**src/rtl/branch_resolver.sv**
```systemverilog
// branch_resolver: D-stage branch compare, 2-bit BHT prediction,
// mispredict detection and branch/miss statistics.
module branch_resolver #(
  parameter int IDX_BITS = 4,
  parameter int CNT_W    = 16
) (
  input  logic             clk,
  input  logic             reset,
  input  logic [2:0]       CMP_Op,
  input  logic             Valid_D,
  input  logic [31:0]      RS_D,
  input  logic [31:0]      RT_D,
  input  logic [31:0]      PC_D,
  input  logic [31:0]      PC_F,
  input  logic             Stall,
  output logic             Pred_F,
  output logic             Taken_D,
  output logic             Mispredict_D,
  output logic [CNT_W-1:0] Br_Count,
  output logic [CNT_W-1:0] Miss_Count
);

  localparam int N = 1 << IDX_BITS;

  logic [N-1:0][1:0]  bht_q, bht_d;
  logic               pred_d_q, pred_d_d;
  logic [CNT_W-1:0]   br_cnt_q, br_cnt_d;
  logic [CNT_W-1:0]   miss_cnt_q, miss_cnt_d;

  logic [IDX_BITS-1:0] f_idx;
  logic [IDX_BITS-1:0] d_idx;
  logic signed [31:0]  rs_s;
  logic signed [31:0]  rt_s;
  logic                branch_d;
  logic                upd;
  logic [1:0]          d_ent;
  logic                unused_pc;

  assign f_idx = PC_F[IDX_BITS+1:2];
  assign d_idx = PC_D[IDX_BITS+1:2];
  assign rs_s  = RS_D;
  assign rt_s  = RT_D;

  assign unused_pc = ^{PC_F[31:IDX_BITS+2], PC_F[1:0],
                       PC_D[31:IDX_BITS+2], PC_D[1:0]};

  // Resolve the branch condition from the decoded compare op.
  always_comb begin
    Taken_D = 1'b0;
    unique case (1'b1)
      (CMP_Op == 3'b000): Taken_D = (rs_s == rt_s);
      (CMP_Op == 3'b011): Taken_D = (rs_s != rt_s);
      (CMP_Op == 3'b001): Taken_D = (rs_s > 0);
      (CMP_Op == 3'b010): Taken_D = (rs_s <= 0);
      (CMP_Op == 3'b100): Taken_D = (rs_s >= 0);
      (CMP_Op == 3'b101): Taken_D = (rs_s < 0);
      default:            Taken_D = 1'b0;
    endcase
  end

  assign branch_d     = Valid_D & ~(CMP_Op[2] & CMP_Op[1]);
  assign upd          = branch_d & ~Stall;
  assign Pred_F       = bht_q[f_idx][1];
  assign Mispredict_D = upd & (Taken_D != pred_d_q);
  assign d_ent        = bht_q[d_idx];

  // Next-state for table, carried prediction and saturating counters.
  always_comb begin
    bht_d      = bht_q;
    pred_d_d   = pred_d_q;
    br_cnt_d   = br_cnt_q;
    miss_cnt_d = miss_cnt_q;
    if (upd) begin
      if (Taken_D && d_ent != 2'b11) begin
        bht_d[d_idx] = d_ent + 2'b01;
      end else if (!Taken_D && d_ent != 2'b00) begin
        bht_d[d_idx] = d_ent - 2'b01;
      end
      if (~&br_cnt_q) begin
        br_cnt_d = br_cnt_q + CNT_W'(1);
      end
    end
    if (Mispredict_D && ~&miss_cnt_q) begin
      miss_cnt_d = miss_cnt_q + CNT_W'(1);
    end
    if (!Stall) begin
      pred_d_d = Mispredict_D ? 1'b0 : Pred_F;
    end
  end

  // State registers, cleared asynchronously to weak-not-taken.
  always_ff @(posedge clk or negedge reset) begin
    if (!reset) begin
      bht_q      <= {N{2'b01}};
      pred_d_q   <= 1'b0;
      br_cnt_q   <= '0;
      miss_cnt_q <= '0;
    end else begin
      bht_q      <= bht_d;
      pred_d_q   <= pred_d_d;
      br_cnt_q   <= br_cnt_d;
      miss_cnt_q <= miss_cnt_d;
    end
  end

  assign Br_Count   = br_cnt_q;
  assign Miss_Count = miss_cnt_q;

endmodule

```
**config.mk**
```make
export PLATFORM = sky130hd
export DESIGN_NAME = branch_resolver
export DESIGN_NICKNAME = d
export VERILOG_FILES = /design/src/rtl/branch_resolver.sv
export SDC_FILE = /design/constraint.sdc
export NUM_CORES = 1
export LEC_CHECK = 0
export CORE_MARGIN = 4
export CORE_UTILIZATION = 25
export CTS_BUF_LIST = sky130_fd_sc_hd__clkbuf_8
export CTS_CLUSTER_SIZE = 10
export DETAILED_ROUTE_END_ITERATION = 8
export PLACE_DENSITY = 0.6
export SETUP_SLACK_MARGIN = 0.05
export SLEW_MARGIN = 25
export SYNTH_ARGS = -nofsm -noshare
export SYNTH_HDL_FRONTEND = slang
export SYNTH_SLANG_ARGS = --single-unit
```
**constraint.sdc**
```tcl
create_clock -name clk -period 4.29 [get_ports clk]
set_clock_uncertainty 0.15 [all_clocks]
set_input_delay 1.287 -clock clk [delete_from_list [all_inputs] [get_ports clk]]
set_output_delay 1.287 -clock clk [all_outputs]
set_load 0.01 [all_outputs]
```
==> results of run 1 <==
==> worst paths after layout <==
check,slack (ns),endpoint,start
min,0.34,pred_d_q,pred_d_q
max in group asynchronous,2.45,Miss_Count[7],reset
min in group asynchronous,0.98,bht_q[1],reset
max reg2reg,1.25,bht_q[27],bht_q[31]
max,-0.11,Mispredict_D,RS_D[31]
min reg2reg,0.34,pred_d_q,pred_d_q
==> synth_stat cells, types with 5 or more instances <==
library cell,n,area share [%]
sky130_fd_sc_hd__xnor2_1,57,12
sky130_fd_sc_hd__dfrtp_1,49,29
sky130_fd_sc_hd__nand2_1,33,2.9
sky130_fd_sc_hd__mux2_1,21,5.6
sky130_fd_sc_hd__nand3_1,20,2.4
sky130_fd_sc_hd__nand4_1,20,3.0
sky130_fd_sc_hd__dfstp_2,16,9.9
sky130_fd_sc_hd__mux2_2,14,3.7
sky130_fd_sc_hd__mux4_2,14,7.4
sky130_fd_sc_hd__nor4_4,12,6.0
sky130_fd_sc_hd__nor2_1,10,0.89
sky130_fd_sc_hd__nor4_1,9,1.3
sky130_fd_sc_hd__inv_1,7,0.62
sky130_fd_sc_hd__nor3_1,7,0.83
sky130_fd_sc_hd__nor4_2,6,1.8
sky130_fd_sc_hd__and3_1,5,0.74
sky130_fd_sc_hd__clkbuf_8,5,1.6
sky130_fd_sc_hd__xor2_1,5,1.0
==> metal layers <==
metal	vias up	track usage [%]	wire length (um)
li1	1650	-	-
met3	20	2.106	335
met4	0	4.160	238
met1	1644	15.84	5174
met5	-	0	0
met2	59	20.97	6273
==> cell type report <==
type | count | area [um^2] | area share (%)
Multi-Input combinational cell | 269 | 2728 | 42.23
Antenna cell | 1 | 2.502 | 0.03874
Tap cell | 220 | 275.3 | 4.262
Inverter | 7 | 26.28 | 0.4068
Timing Repair Buffer | 172 | 1560 | 24.16
Clock buffer | 10 | 137.6 | 2.131
Sequential cell | 65 | 1647 | 25.49
Clock inverter | 6 | 82.58 | 1.279
==> per-stage QoR <==
step                worst slack [ns]  utilization [%]  power [mW]  setup TNS, ns
finish                       -0.1100            38.95       2.187        -0.1100
CTS                          -0.1381            38.37       2.187        -0.1381
floorplan                    0.05013                -       1.247              0
global placement              -1.010            36.15       1.552         -12.93
global route                 -0.2945            38.95       2.313        -0.3471
detailed placement            -1.009            36.15       1.574         -13.23
==> critical path, cell delays in order <==
cell	delay, ns
sky130_fd_sc_hd__buf_4	0.13
sky130_fd_sc_hd__nor4_2	0.29
sky130_fd_sc_hd__nand4_1	0.20
sky130_fd_sc_hd__buf_4	0.18
sky130_fd_sc_hd__o211ai_1	0.16
sky130_fd_sc_hd__buf_4	0.15
sky130_fd_sc_hd__nand2_4	0.05
sky130_fd_sc_hd__a31oi_1	0.14
sky130_fd_sc_hd__and3b_2	0.25
sky130_fd_sc_hd__buf_6	0.13
==> cells by family (layout without fill, tap and decap cells) <==
| group | after synthesis | in the layout | share of synthesized area (%) |
|---|---|---|---|
| adders and majority gates | 4 | 4 | 1.182 |
| muxes | 50 | 50 | 17.00 |
| xor gates and xnor gates | 62 | 62 | 12.83 |
| AOI/OAI and AO/OA | 10 | 10 | 1.774 |
| other | 0 | 1 | 0 |
| buffers and inverters | 22 | 195 | 4.463 |
| DFF | 65 | 65 | 38.90 |
| and+or+nand+nor | 143 | 143 | 23.85 |
==> cells in the final DEF (no fill, tap or decap), drive strengths merged, types with 2 or more instances in the layout <==
cell type / n
o211ai: 2
clkdlybuf4s15: 23
nand2: 33
clkinv: 3
xnor2: 57
mux4: 14
nand2b: 4
buf: 89
and4bb: 2
dlygate4sd2: 14
clkbuf: 16
clkdlybuf4s50: 38
and3: 5
inv: 8
nand3: 21
nor4: 27
dfrtp: 49
bufinv: 2
mux2: 35
xor2: 5
or3: 2
dfstp: 16
and3b: 2
nand4: 20
and2b: 3
nor2: 10
nor3: 7
nor2b: 2
ha: 4
o21ai: 2
dlymetal6s2s: 2
==> report_power, final <==
group,internal (mW),switching [mW]
Clock,0.340,0.248
Sequential,0.759,0.105
Combinational,0.408,0.326
==> timing repair <==
action | 4_1_cts | 5_1_grt
cloned | 0 | 2
pin swaps | 55 | 26
gates resized for setup | 237 | 33
endpoints found under the setup margin | 29 | 34
hold buffers | 0 | 0
setup buffers | 2 | 1
==> flow_metrics.env, run 1 <==
export IMPL_synthesis_area_per_instance_um2=11.89
export IMPL_fillerInstances=1625
export IMPL_worst_reg_to_reg_cells=8
export IMPL_number_of_antenna_violations_at_the_first_check_in_global_routing=1
export IMPL_cts_buffers_inserted=9
export IMPL_placedCellCount=728
export IMPL_boundaryPins=170
export IMPL_drive_gt1_share_pct=42.34
export IMPL_drt_pass_1_iters=4
export IMPL_global_route_usage_sum_pct=12.30
export IMPL_die_area_um2=19080
export IMPL_status="complete, but fails checks"
export IMPL_synth_cell_types=48
export IMPL_postRouteAntennaNets=0
export IMPL_fmax_mhz=227.3
export IMPL_synth_ff_type="sky130_fd_sc_hd__dfrtp_1"
export IMPL_routed_via_count=3373
export IMPL_cts_tree="built"
export IMPL_timing_worst_setup_path_type="in -> out"
export IMPL_grt_pass1_wl_mm=19.22
export IMPL_fin_crit_ns=4.400
export IMPL_syn_inst=356
export IMPL_start_kind="input port"
export IMPL_crit_arrival_ns=2.96
export IMPL_avgRoutedWirePerCell_um=16.03
export IMPL_insertion_delay_ns=0.34
export IMPL_stdcell_count=750
export IMPL_fin_ws_ns=-0.1100
export IMPL_cp_required_ns=2.85
export IMPL_number_of_global_route_vias_before_repair=3656
export IMPL_failed_checks="negative setup slack"
export IMPL_clkSinkCount=65
export IMPL_synthArstFlopShare_pct=100.0
export IMPL_grt_remaining_overflow=0
export IMPL_setup_worst_path_end_class="output pin"
export IMPL_grt_max_degree=66
export IMPL_cts_root_buf="sky130_fd_sc_hd__clkbuf_8"
export IMPL_fp_dieW_um=138.1
export IMPL_syn2layout_area_growth_pct=52.59
export IMPL_cts_max_level=3
export IMPL_rsz0062_at_grt="yes"
export IMPL_detail_route_drc_violations=0
export IMPL_die_h_um=138.1
export IMPL_netlist_area_um2=4233
export IMPL_max_slew_margin_pct=41.73
export IMPL_syn_nets=495
export IMPL_drt_first_iter_violations=103
export IMPL_power_per_cell_area_nw_per_um2=338.6
export IMPL_core_um2=16580
export IMPL_cellLeakagePower_nw=2.646
export IMPL_clk_transition_reported_paths_ns=0.07
export IMPL_hold_path_depth=2
export IMPL_final_max_slew_violation_count=0
export IMPL_worst_ir_drop_vdd_mv=0.1952
export IMPL_cap_violations=0
export IMPL_min_hold_slack_ns=0.3356
export IMPL_initial_util_pct=25.52
export IMPL_core_rowCount=47
export IMPL_synth_ff_latch_count=65
export IMPL_place_area_um2=5995
export IMPL_worstPathMaxFanout=3
export IMPL_actual_slew_at_the_worst_max_slew_pin_ns=0.8673
export IMPL_holdCritPathClass="reg -> reg"
export IMPL_final_min_period_over_clock_period_pct=102.6
export IMPL_finalWeightedCongestion=0.8158
export IMPL_synth_edff_count=0
export IMPL_setup_viol=1
export IMPL_synth_sequential_area_ratio_pct=38.90
export IMPL_timing_final_hold_violations=0
export IMPL_post_drt_via_cell_ratio=4.497
export IMPL_yosysWarnings=0
export IMPL_dp_hpwl_mm=9.212
export IMPL_design_area_um2=6459
export IMPL_postRouteWirelength_mm=12.02
export IMPL_clock_path_buffers=2
export IMPL_buffer_ports_inserted=113
export IMPL_nNetsFinal=663
No activity file was read; power rests on OpenSTA's default activity.
==> run 2, diff against run 1 <==
Settings changed: HOLD_SLACK_MARGIN from default to 0.05, SETUP_SLACK_MARGIN 0.05 to 0.4.
==> run 2 against run 1 <==
Against the previous run: the flow still finishes with violations (negative setup slack); via count is 2.9% higher; fmax is 1.7% lower; register-to-register slack better by 0.02 ns; critical path type unchanged; highest routed layer unchanged.
==> flow_metrics.env, run 2 (synthesis results as in run 1) <==
export IMPL_drt_pass_1_iters=4
export IMPL_grt_max_degree=34
export IMPL_rsz0062_at_grt="yes"
export IMPL_global_route_usage_sum_pct=12.90
export IMPL_grt_remaining_overflow=0
export IMPL_timing_worst_setup_path_type="in -> out"
export IMPL_clockPowerShare_pct=26.2
export IMPL_power_share_switching_pct=31.12
export IMPL_setup_worst_path_end_class="output pin"
export IMPL_clkSinkCount=65
export IMPL_crit_arrival_ns=3.04
export IMPL_globalRouteMet3Util_pct=3.557
export IMPL_cp_required_ns=2.85
export IMPL_power_per_cell_area_nw_per_um2=346.6
export IMPL_failed_checks="negative setup slack"
export IMPL_pwr_share_comb_pct=35.5
export IMPL_setup_viol=2
export IMPL_cellLeakagePower_nw=2.654
export IMPL_min_to="Miss_Count[5]"
export IMPL_avgRoutedWirePerCell_um=16.37
export IMPL_die_h_um=138.1
export IMPL_ctsHoldBuffers=0
export IMPL_postRouteAntennaNets=0
export IMPL_dp_hpwl_mm=9.236
export IMPL_cap_violations=0
export IMPL_core_rowCount=47
export IMPL_fin_crit_ns=4.474
export IMPL_routed_via_count=3472
export IMPL_final_max_slew_violation_count=0
export IMPL_cts_tree="built"
export IMPL_clk_transition_reported_paths_ns=0.08
export IMPL_insertedDiodeCount=0
export IMPL_worst_reg_to_reg_cells=7
export IMPL_min_from="Miss_Count[5]"
export IMPL_fin_ws_ns=-0.1839
export IMPL_slowest_delay_ns=0.39
export IMPL_nNetsFinal=663
export IMPL_post_drt_via_cell_ratio=4.636
export IMPL_path_depth=9
export IMPL_drive_gt1_share_pct=39.89
export IMPL_layout_cells_most_common="sky130_fd_sc_hd__dfrtp_1"
export IMPL_finalWeightedCongestion=0.9320
export IMPL_critPathSlowestCell="sky130_fd_sc_hd__nor4_4"
export IMPL_grtUsageMet2_pct=21.25
export IMPL_busiest_layer="met2"
export IMPL_hold_path_depth=1
export IMPL_boundaryPins=170
export IMPL_finish_utilization_pct=39.47
export IMPL_grt_pass1_wl_mm=20.21
export IMPL_cts_root_buf="sky130_fd_sc_hd__clkbuf_8"
export IMPL_worst_ir_drop_vdd_mv=0.2674
export IMPL_preCtsSetupSlack_ns=-1.005
export IMPL_buffer_ports_inserted=113
export IMPL_insertion_delay_ns=0.34
export IMPL_globalRouteMet1Util_pct=16.90
export IMPL_core_um2=16580
export IMPL_clock_path_buffers=2
export IMPL_detail_route_drc_violations=0
export IMPL_sequentialPowerShare_pct=38.3
export IMPL_fp_dieW_um=138.1
export IMPL_actual_slew_at_the_worst_max_slew_pin_ns=0.9159
export IMPL_status="complete, but fails checks"
export IMPL_die_area_um2=19080
export IMPL_worstPathMaxFanout=3
export IMPL_fmax_mhz=223.5
export IMPL_internal_power_component_mw=1.563
export IMPL_drt_first_iter_violations=125
export IMPL_number_of_antenna_violations_at_the_first_check_in_global_routing=0
export IMPL_initial_util_pct=25.52
export IMPL_timing_final_hold_violations=0
export IMPL_rr_startpoint="bht_q[23]"
export IMPL_start_kind="input port"
export IMPL_path_buf_inv=3
export IMPL_final_min_period_over_clock_period_pct=104.3
export IMPL_number_of_global_route_vias_before_repair=3733
export IMPL_timing_critical_path_mode_cell="sky130_fd_sc_hd__nand4_1"
export IMPL_cts_buffers_inserted=9
export IMPL_top_cell_family_by_delay_on_the_critical_path="simple AND/OR/NAND/NOR gates"
export IMPL_power_net_switching_mw=0.7060
export IMPL_timing_critical_path_cells="clkdlybuf4s15_1 > buf_4 > xnor2_2 > nand4_1 > nor4_4 > a21bo_2 > nand4_1 > and3b_2 > buf_6"
export IMPL_worst_r2r_setup_slack_ns=1.27
export IMPL_holdCritPathClass="reg -> reg"
export IMPL_regToRegEndpoint="bht_q[25]"
export IMPL_cts_max_level=3
export IMPL_syn2layout_area_growth_pct=54.63
export IMPL_final_cell_mix="sky130_fd_sc_hd__dfrtp_1, sky130_fd_sc_hd__buf_4, sky130_fd_sc_hd__xnor2_1"
export IMPL_max_slew_margin_pct=38.47
export IMPL_final_setup_tns_ns=-0.2549
export IMPL_postRouteWirelength_mm=12.26
[run 2: worst max-delay path by stage]
stage | start | end | slack (ns)
floorplan | RS_D[15] | Mispredict_D | 0.06
global placement | RS_D[6] | Mispredict_D | -1.07
detailed placement | RS_D[16] | Mispredict_D | -1.00
CTS | RS_D[13] | Mispredict_D | -0.15
global route | RS_D[3] | Mispredict_D | -0.25
finish | RS_D[3] | Mispredict_D | -0.18
[run 2: cell type report]
cell class	instances	area, um^2
timing repair buffer	172	1607
multi-input combinational	269	2763
clock inverter	6	90.09
tap	220	275.3
sequential	65	1647
clock buffer	10	137.6
fill	1591	10040
inverter	7	26.28
[run 2: worst reg2reg max path, stage by stage, from the launching register on]
cell and delay (ns):
sky130_fd_sc_hd__dfrtp_1 0.42, sky130_fd_sc_hd__mux4_2 0.47, sky130_fd_sc_hd__mux4_2 0.52, sky130_fd_sc_hd__ha_4 0.20, sky130_fd_sc_hd__and3_2 0.21, sky130_fd_sc_hd__bufbuf_16 0.30, sky130_fd_sc_hd__nor4_4 0.30, sky130_fd_sc_hd__mux2_4 0.33
[run 2: through the flow]
step / instance area (um^2) / std cells / hold WS (ns) / power (mW)
after floorplan: 4474 / 356 / 0.3017 / 1.286
after global placement: 6127 / 723 / 0.3254 / 1.615
after detailed placement: 6127 / 723 / 0.3371 / 1.641
after CTS: 6480 / 747 / 0.3532 / 2.266
after global routing: 6545 / 749 / 0.3749 / 2.397
final: 6545 / 749 / 0.3481 / 2.269
[run 2: power groups by stage]
stage          Clock [mW]  Sequential, mW  Combinational [mW]
6_report            0.594           0.869               0.805
5_1_grt             0.642           0.893               0.862
4_1_cts             0.616           0.868               0.782
3_5_place_dp            0           0.877               0.764
3_3_place_gp            0           0.867               0.748
2_1_floorplan           0           0.867               0.419
[run 2: per-layer routing]
metal | up-vias | part of all wire [%] | wire [um]
li1 | 1647 | - | -
met1 | 1692 | 46 | 5623
met2 | 118 | 48 | 5883
met3 | 15 | 4.8 | 585
met4 | 0 | 1.4 | 168
met5 | - | 0 | 0
[run 2: repair_timing]
item	4_1_cts	5_1_grt
setup endpoints to repair	35	24
hold endpoints to repair	0	0
cloned	1	1
resized for setup	190	20
pin swaps	44	20
setup buffers	7	1
==> run 3, diff against run 2 <==
==> constraint.sdc (replaced) <==
create_clock -name clk -period 4.29 [get_ports clk]
set_clock_uncertainty 0.15 [all_clocks]
set_input_delay 0.429 -clock clk [delete_from_list [all_inputs] [get_ports clk]]
set_output_delay 0.429 -clock clk [all_outputs]
set_load 0.01 [all_outputs]
==> run 3 against run 2 <==
Against the previous run: the run now ends clean; highest routed layer unchanged; worst setup slack gained 0.76 ns; register-to-register slack lost 0.14 ns; via count shrank 5.4%; power shrank 10%; critical endpoint unchanged; worst hold slack lost 0.0071 ns.
==> flow_metrics.env, run 3 (synthesis results as in run 1) <==
export IMPL_postRouteWirelength_mm=11.39
export IMPL_crit_arrival_ns=3.14
export IMPL_clkSinkCount=65
export IMPL_setup_viol=0
export IMPL_min_from="pred_d_q"
export IMPL_worst_reg_to_reg_cells=8
export IMPL_cts_buffers_inserted=9
export IMPL_syn2layout_area_growth_pct=36.51
export IMPL_cts_max_level=3
export IMPL_timing_worst_setup_path_type="in -> out"
export IMPL_postRouteAntennaNets=0
export IMPL_fillerInstances=1693
export IMPL_max_slew_margin_pct=41.97
export IMPL_clk_transition_reported_paths_ns=0.06
export IMPL_fin_crit_ns=3.716
export IMPL_holdCritPathClass="reg -> reg"
export IMPL_min_to="pred_d_q"
export IMPL_core_um2=16580
export IMPL_detail_route_drc_violations=0
export IMPL_grt_max_degree=34
export IMPL_cts_root_buf="sky130_fd_sc_hd__clkbuf_8"
export IMPL_initial_util_pct=25.52
export IMPL_timing_critical_path_cells="clkdlybuf4s50_1 > nor4_1 > nand4_1 > or4_1 > nand2_1 > a31oi_1 > and3b_1 > clkdlybuf4s50_1"
export IMPL_buffer_ports_inserted=113
export IMPL_timing_final_hold_violations=0
export IMPL_critPathSlowestCell="sky130_fd_sc_hd__clkdlybuf4s50_1"
export IMPL_design_power_total_mw=2.039
export IMPL_status="completed"
export IMPL_cts_tree="built"
export IMPL_power_per_cell_area_nw_per_um2=352.9
export IMPL_final_cell_mix="sky130_fd_sc_hd__clkdlybuf4s50_1, sky130_fd_sc_hd__xnor2_1, sky130_fd_sc_hd__dfrtp_1"
export IMPL_global_route_usage_sum_pct=11.95
export IMPL_insertedDiodeCount=0
export IMPL_final_setup_tns_ns=0
export IMPL_hold_path_depth=2
export IMPL_number_of_antenna_violations_at_the_first_check_in_global_routing=0
export IMPL_insertion_delay_ns=0.35
export IMPL_fp_dieW_um=138.1
export IMPL_dp_hpwl_mm=8.916
export IMPL_layout_cells_most_common="sky130_fd_sc_hd__clkdlybuf4s50_1"
export IMPL_number_of_global_route_vias_before_repair=3496
export IMPL_cellLeakagePower_nw=2.152
export IMPL_setup_worst_path_end_class="output pin"
export IMPL_die_h_um=138.1
export IMPL_final_min_period_over_clock_period_pct=86.62
export IMPL_cap_violations=0
export IMPL_grt_remaining_overflow=0
export IMPL_die_area_um2=19080
export IMPL_clock_path_buffers=2
export IMPL_worst_r2r_setup_slack_ns=1.13
export IMPL_nNetsFinal=614
export IMPL_routed_via_count=3283
export IMPL_regToRegEndpoint="bht_q[15]"
export IMPL_drt_first_iter_violations=90
export IMPL_timing_critical_path_mode_cell="sky130_fd_sc_hd__clkdlybuf4s50_1"
export IMPL_drive_gt1_share_pct=20.00
export IMPL_rsz0062_at_grt="no"
export IMPL_avgRoutedWirePerCell_um=16.28
export IMPL_start_kind="input port"
export IMPL_top_cell_family_by_delay_on_the_critical_path="simple AND/OR/NAND/NOR gates"
export IMPL_slowest_delay_ns=0.60
export IMPL_worst_ir_drop_vdd_mv=0.1759
export IMPL_core_rowCount=47
export IMPL_boundaryPins=170
export IMPL_path_buf_inv=2
export IMPL_cp_required_ns=3.71
export IMPL_post_drt_via_cell_ratio=4.690
export IMPL_post_cts_setup_repair_buffer_count=0
export IMPL_grt_pass1_wl_mm=18.53
export IMPL_actual_slew_at_the_worst_max_slew_pin_ns=0.8631
export IMPL_drt_pass_1_iters=4
export IMPL_fmax_mhz=269.1
export IMPL_worstPathMaxFanout=5
export IMPL_final_max_slew_violation_count=0
export IMPL_rr_startpoint="bht_q[31]"
export IMPL_finalWeightedCongestion=0.7829
run 3: worst max path at each step:
stage          startpoint           end  slack, ns  depth (start not counted)
2_1_floorplan     PC_D[3]     bht_q[11]       0.62                         12
3_3_place_gp      PC_D[2]     bht_q[23]       0.25                          7
3_5_place_dp      PC_D[2]     bht_q[27]       0.36                         10
4_1_cts          RS_D[15]  Mispredict_D       0.54                          8
5_1_grt          RS_D[15]  Mispredict_D       0.39                          8
6_report         RS_D[28]  Mispredict_D       0.57                          8
run 3: routing by layer:
layer,routed length [um],GRT usage [%]
met1,4989,14.97
met2,5676,20.04
met3,527,3.729
met4,200,3.172
met5,0,0
run 3: area by class of cell:
class	count	area (um^2)	area share (%)
Clock buffer	10	137.6	2.382
Clock inverter	6	52.55	0.9095
Inverter	7	26.28	0.4547
Multi-Input combinational cell	269	2411	41.73
Sequential cell	65	1647	28.50
Tap cell	220	275.3	4.764
Timing Repair Buffer	123	1229	21.26
run 3: worst min-delay path: cells and delay by family, from the launching register on:
kind,cells,cell delay [ns]
AOI/OAI and AO/OA,1,0.06
and+or+nand+nor,1,0.05
DFF,1,0.34
run 3: repair_timing:
action,in CTS,in global routing
endpoints found under the hold margin,16,0
hold buffers,1,0
gates resized for setup,0,1
endpoints found under the setup margin,0,1
run 3: stage by stage:
stage | utilization (%) | hold WS, ns | worst slack, ns | area, um^2 | instances
final | 34.84 | 0.3410 | 0.5739 | 5778 | 700
after global routing | 34.84 | 0.3736 | 0.3901 | 5778 | 700
after CTS | 34.80 | 0.3503 | 0.5376 | 5772 | 700
after detailed placement | 33.60 | 0.3345 | 0.3577 | 5572 | 683
after global placement | 33.55 | 0.3272 | 0.2489 | 5564 | 683
after floorplan | - | -0.01659 | 0.6169 | 4233 | 356
run 3: power breakdown:
part           total, mW  switching, mW  internal [mW]
Sequential         0.867          0.108          0.759
Clock              0.514          0.238          0.276
Combinational      0.657          0.298          0.359
Total               2.04          0.644           1.39
